`config.mk`:
```
export PLATFORM = sky130hd
export DESIGN_NAME = dot_product_mac
export DESIGN_NICKNAME = d
export VERILOG_FILES = /design/src/rtl/dot_product_mac.sv
export SDC_FILE = /design/constraint.sdc
export NUM_CORES = 1
export LEC_CHECK = 0
export CORE_UTILIZATION = 53
export CTS_CLUSTER_SIZE = 28
export DETAILED_ROUTE_END_ITERATION = 12
export PLACE_DENSITY = 0.8
export SLEW_MARGIN = 5
export SYNTH_ARGS = -nofsm -noshare
export SYNTH_HDL_FRONTEND = slang
export SYNTH_SLANG_ARGS = --single-unit
```
`constraint.sdc`:
```
create_clock -name clk -period 2.73 [get_ports clk]
set_clock_uncertainty 0.2 [all_clocks]
set_input_delay 0.6825 -clock clk [delete_from_list [all_inputs] [get_ports clk]]
set_output_delay 0.6825 -clock clk [all_outputs]
set_load 0.02 [all_outputs]
```
`src/rtl/dot_product_mac.sv`:
```
// -----------------------------------------------------------------------------
// dot_product_mac
//   Accumulates N unsigned (a,b) products into one matrix-multiply result
//   element. The result is presented on a valid/ready output, and then the
//   block starts the next element.
//
//   Optional feature macro: SAT_EN
//     defined   - every add saturates at 2^ACCW-1 and sets a sticky overflow
//                 flag. The flag clears on the output handshake, on clear, or
//                 on reset.
//     undefined - the accumulator wraps modulo 2^ACCW and overflow is tied to 0.
// -----------------------------------------------------------------------------
module dot_product_mac #(
    parameter int DW   = 4,   // operand width, unsigned
    parameter int N    = 4,   // products per dot product, N >= 1
    parameter int ACCW = 10   // accumulator / result width
) (
    input  logic                       clk,
    input  logic                       rst_n,
    input  logic                       clear,
    input  logic                       in_valid,
    output logic                       in_ready,
    input  logic [DW-1:0]              a,
    input  logic [DW-1:0]              b,
    output logic                       out_valid,
    input  logic                       out_ready,
    output logic [ACCW-1:0]            out_data,
    output logic [$clog2(N+1)-1:0]     elem_cnt,
    output logic                       overflow
);

    localparam int CW = $clog2(N+1);
    localparam int PW = 2 * DW;

    typedef enum logic {
        ST_ACC  = 1'b0,
        ST_DONE = 1'b1
    } state_t;

    state_t          state_q;
    state_t          state_d;
    logic [ACCW-1:0] acc_q;
    logic [ACCW-1:0] out_data_q;
    logic [CW-1:0]   cnt_q;

    logic [PW-1:0]   prod_full;
    logic [ACCW-1:0] prod;
    logic [ACCW-1:0] sum;
    logic            accept;
    logic            last;
    logic            handshake;

    // The full-width product is resized to the accumulator width: it is
    // zero-extended when ACCW is wider and truncated when ACCW is narrower.
    assign prod_full = PW'(a) * PW'(b);
    assign prod      = ACCW'(prod_full);

    assign accept    = in_valid && in_ready;
    assign last      = accept && (cnt_q == CW'(N - 1));
    assign handshake = out_valid && out_ready;

`ifdef SAT_EN
    logic [ACCW:0] sum_wide;
    logic          sat;

    // Add with one spare bit. A carry out means the result is clamped to all-ones.
    always_comb begin
        sum_wide = (ACCW+1)'(acc_q) + (ACCW+1)'(prod);
        sat      = sum_wide[ACCW];
        sum      = sat ? {ACCW{1'b1}} : sum_wide[ACCW-1:0];
    end

    // Sticky overflow flag. It is set by any saturating accept and cleared by
    // clear or by the delivery of the result.
    always_ff @(posedge clk or negedge rst_n) begin
        if (!rst_n) begin
            overflow <= 1'b0;
        end else if (clear) begin
            overflow <= 1'b0;
        end else if (handshake) begin
            overflow <= 1'b0;
        end else if (accept && sat) begin
            overflow <= 1'b1;
        end
    end
`else
    // Plain modulo-2^ACCW add. The carry is dropped.
    always_comb begin
        sum = acc_q + prod;
    end

    assign overflow = 1'b0;
`endif

    // State register for the ACC/DONE handshake FSM.
    always_ff @(posedge clk or negedge rst_n) begin
        // NOTE: sequential state uses non-blocking assignments only, so every
        // flop samples the pre-edge values of the others.
        if (!rst_n) begin
            state_q <= ST_ACC;
        end else begin
            state_q <= state_d;
        end
    end

    // Next state and handshake outputs. clear forces the FSM back to ACC,
    // even if an output handshake happens in the same cycle.
    always_comb begin
        // NOTE: every output of this block gets a default first, so no path
        // leaves a signal unassigned and no latch is inferred.
        state_d   = state_q;
        in_ready  = 1'b0;
        out_valid = 1'b0;
        case (state_q)
            ST_ACC: begin
                in_ready = 1'b1;
                if (last) begin
                    state_d = ST_DONE;
                end
            end
            ST_DONE: begin
                out_valid = 1'b1;
                if (handshake) begin
                    state_d = ST_ACC;
                end
            end
            default: begin
                state_d = ST_ACC;
            end
        endcase
        if (clear) begin
            state_d = ST_ACC;
        end
    end

    // Accumulator, pair counter and result register. out_data is written only
    // on the Nth accept, so it stays stable under backpressure and across clear.
    always_ff @(posedge clk or negedge rst_n) begin
        if (!rst_n) begin
            acc_q      <= '0;
            cnt_q      <= '0;
            out_data_q <= '0;
        end else if (clear) begin
            acc_q <= '0;
            cnt_q <= '0;
        end else if (accept) begin
            if (last) begin
                out_data_q <= sum;
                acc_q      <= '0;
                cnt_q      <= '0;
            end else begin
                acc_q <= sum;
                cnt_q <= cnt_q + CW'(1);
            end
        end
    end

    assign out_data = out_data_q;
    assign elem_cnt = cnt_q;

endmodule

```
==> results <==
- The post-route worst setup slack is -0.708 ns.
- The power dissipated by switching net loads is 0.615 mW.
- The clock network accounts for 15.9% of the total power.
- Counting every sink on the clock net gives 24.
- The peak supply drop is 591 uV.
- The run finished, with violations left.
- The overall power consumption is 1.66 mW.
- The ratio of cells with drive above 1 in the final layout is 36.7%.
- The core region area is 0.00303 mm2.
- STA classifies the critical path endpoint as a flip-flop.
- Net switching is 37.0% of the power.
- The number of cells on the worst reg-to-reg path is 7.
- The total of buffers placed on input and output ports is 27.
- The pre-antenna-repair detailed-routing pass consisted of 4 iterations.
- TritonCTS built the clock tree.
- The clock insertion delay at the later pin of the skew report is 0.34 ns.
- Clock tree synthesis inserted a total of 3 buffers.
- The repair_antennas step left the layout with diodes totalling 0.
- The overall routing resource usage is 24.9%.
- The final routed DRC violation total is 0.
- The maximum net fanout on the critical path is 5.
- The fraction of synthesized cell area taken by the top area cell type is 35.7%.
- At the end of the flow the core is filled with cells to 82.1%.
- Global routing finished with a remaining overflow of 0.
- The number of hold buffers added after cts is 0.
- For this run, the top clock speed supported by timing is 291 MHz.
- The final-stage net count is 252.
- The half-perimeter wire length after detailed placement is 2950 um.
- The number of failing hold endpoints at the final stage is 0.
- The register share of total power is 27.6%.
- After the first detailed-routing iteration, the DRC count stood at 42.
- The number of global-route vias before repair came to 1413.
- The cell area after synthesis is 0.00168 mm2.
- The die span in y is 58.4 um.
- By startpoint and endpoint, the worst setup path is classified as in -> reg.
- The cell with the most instances after synthesis is sky130_fd_sc_hd__dfrtp_1.
- In this run the deepest clock path goes through 2 buffers.
- Synthesis produced 158 cells.
- The worst hold path begins at out_data[3].
- The clock root buffer is sky130_fd_sc_hd__clkbuf_4.
- Counting flops with a built-in enable in the synthesized netlist gives 0.
- The worst reg-to-reg setup slack is 0.08 ns.
- The die covers 0.00341 mm2.
- The combined area of the multi-input logic cells is 0.00123 mm2.
- The async set-reset flop share out of synthesis is 100%.
- The leakage power summed over all cells is 1.23 nW.
- The number of vias in the routed layout is 1371.
- In this run the power density over the cells is 668 mW/mm2.
- The first global-routing pass estimated 6380 um of wire.
- The maximum number of pins on one net before global-route repair is 25.
- The total number of yosys warnings is 0.
- The tool flagged a number of max-cap violations equal to 0.
- The required time at the worst-slack endpoint is 2.78 ns.
- The cell type with the highest aggregate area in the netlist is sky130_fd_sc_hd__dfrtp_1.
- The routed wire length is 4240 um.
- The checks that failed: negative setup slack.
- The endpoint identified for the worst register-to-register timing path is out_data[6].
- The relative contribution of combinational cells to total power is 56.5%.
- The number of nets with antenna violations after detailed routing is 0.
- For this run, the number of standard cells in the final layout without fillers is 254.
- The worst setup path is launched from a primary input.
- The path class of the lowest-slack min-delay path is reg -> reg.
- The flip-flop cell with the highest count after synthesis is sky130_fd_sc_hd__dfrtp_1.
- The layout has 171 filler cells.
- Setup repair after global routing could not meet its margin everywhere.
- The cell total after placement is 246.
- The number of flip-flops and latches in the synthesized netlist is 24.
- Setup violations remaining at the end of the flow were counted as 14.
- The internal power is 1.05 mW.
- The minimum clock period after layout is 3.44 ns.
- After detailed routing, the number of vias per cell comes to 5.40.
- By area the synthesized netlist is led by sky130_fd_sc_hd__dfrtp_1, sky130_fd_sc_hd__ha_1, sky130_fd_sc_hd__fa_1.
- The critical path data arrival time is 3.49 ns.
- The count of H-tree levels built during CTS is 1.
- The routed length per instance is 16.7 um.
- The congestion estimate from routability-driven global placement came to 0.888.
- Counting instances in the post-synthesis netlist gives the leading cell types as sky130_fd_sc_hd__dfrtp_1, sky130_fd_sc_hd__ha_1, sky130_fd_sc_hd__inv_1, sky130_fd_sc_hd__nand2_1, sky130_fd_sc_hd__and2_1.
- The ratio of final minimum period to clock period is 126%.
- The startpoint of the worst register-to-register path is acc_q[2].
- The end point of the most critical hold path is out_data[3].
- The horizontal die dimension is 58.4 um.
- The final-report max-slew violation count is 0.
- The initial antenna violation count is 0.
- Once the floorplan was initialized, standard cells occupied 55.6% of the core.
- 29 I/O pins were placed.
- The share of the Yosys chip area taken by registers is 35.7%.
- The worst hold path cell count is 2.
- The synthesis-to-finish area growth is 47.7%.
- The register area is 601 um2.
- Clock-pin slew was measured on the worst setup and hold paths at 0.14 ns.
- The net count after synthesis is 199.
- The count of different cell masters after synthesis is 32.
- The initialized floorplan defines 20 standard-cell rows.
- In this run the mean area of a mapped cell was 10.7 um2.
[how the worst max path moves through the flow]
stage | start | end | slack [ns]
final | a[2] | out_data[6] | -0.71
after CTS | b[3] | out_data[8] | -0.73
after global routing | a[2] | out_data[6] | -0.77
after detailed placement | a[2] | out_data[8] | -1.57
after global placement | a[2] | out_data[8] | -1.49
after floorplan | a[2] | out_data[6] | -0.78
[cell type report]
class / count / area share (%)
Clock buffer: 3 / 0.905
Clock inverter: 1 / 1.21
Inverter: 16 / 2.41
Multi-Input combinational cell: 114 / 49.4
Sequential cell: 24 / 24.1
Tap cell: 44 / 2.21
Timing Repair Buffer: 52 / 19.7
[cell usage in the layout, fill, tap and decap left out, types with 3 or more instances in the layout]
master	Yosys	routed
sky130_fd_sc_hd__a21oi_1	7	4
sky130_fd_sc_hd__a22o_1	7	7
sky130_fd_sc_hd__and2_1	12	7
sky130_fd_sc_hd__and2_4	0	5
sky130_fd_sc_hd__buf_4	1	21
sky130_fd_sc_hd__buf_6	0	7
sky130_fd_sc_hd__clkbuf_4	0	3
sky130_fd_sc_hd__clkdlybuf4s50_1	0	19
sky130_fd_sc_hd__dfrtp_1	24	24
sky130_fd_sc_hd__fa_1	9	8
sky130_fd_sc_hd__ha_1	19	14
sky130_fd_sc_hd__ha_4	0	5
sky130_fd_sc_hd__inv_1	16	14
sky130_fd_sc_hd__mux2_2	9	4
sky130_fd_sc_hd__mux2_4	0	5
sky130_fd_sc_hd__nand2_1	13	10
sky130_fd_sc_hd__nand2b_1	3	3
sky130_fd_sc_hd__nor2_1	6	4
sky130_fd_sc_hd__o21ai_1	0	3
sky130_fd_sc_hd__xnor2_2	0	3
[routing by layer]
metal | vias to the layer above | global-route usage [%] | share of wire [%]
met2 | 33 | 47.8 | 54
met3 | 10 | 5.05 | 3.2
met5 | - | 0 | 0
li1 | 643 | - | -
met1 | 685 | 29.0 | 40
met4 | 0 | 4.08 | 2.2
[critical path: stages]
cell and delay [ns]:
sky130_fd_sc_hd__buf_12 0.09, sky130_fd_sc_hd__nand2_8 0.05, sky130_fd_sc_hd__fa_1 0.55, sky130_fd_sc_hd__fa_1 0.42, sky130_fd_sc_hd__fa_1 0.50, sky130_fd_sc_hd__inv_2 0.05
sky130_fd_sc_hd__ha_4 0.19, sky130_fd_sc_hd__a211oi_4 0.23, sky130_fd_sc_hd__o21bai_1 0.12, sky130_fd_sc_hd__a21oi_2 0.20, sky130_fd_sc_hd__xnor2_2 0.11, sky130_fd_sc_hd__mux2_4 0.29
[cell families (layout without fill, tap and decap cells)]
group | Yosys count | in the layout | synth area share, %
AND/OR/NAND/NOR | 38 | 38 | 11.1
AO/OA/AOI/OAI | 31 | 31 | 13.6
adder cells (fa/ha/maj) | 28 | 28 | 24.8
flip-flops | 24 | 24 | 35.7
buffers and inverters | 20 | 72 | 4.83
multiplexers | 10 | 10 | 6.61
XOR/XNOR | 6 | 6 | 3.12
other | 1 | 1 | 0.223
[power groups by stage]
stage / Combinational (mW) / Clock [mW] / Sequential (mW)
floorplan: 0.439 / 0 / 0.495
global placement: 0.709 / 0 / 0.457
detailed placement: 0.736 / 0 / 0.461
CTS: 0.804 / 0.265 / 0.455
global route: 1.00 / 0.281 / 0.465
finish: 0.939 / 0.264 / 0.459
[state kept, by name (all words and copies together), names as in the netlist]
signal,cells
acc_q,10
out_data,10
elem_cnt,3
state_q,1
[through the flow]
stage	hold WS (ns)	setup WS, ns	TNS (ns)	cell area [um2]
2_1_floorplan	0.187	-0.783	-9.00	1780
3_3_place_gp	0.265	-1.49	-21.43	2250
3_5_place_dp	0.281	-1.57	-22.36	2250
4_1_cts	0.313	-0.734	-8.21	2390
5_1_grt	0.338	-0.766	-8.95	2490
6_report	0.312	-0.708	-7.90	2490
[timing repair]
item                                    in CTS  in global routing
endpoints found under the setup margin      16                 15
pin swaps                                   30                 16
endpoints found under the hold margin        0                  0
setup buffers                                2                  2
resized for setup                           59                 12
(Power assumes the default switching activity.)
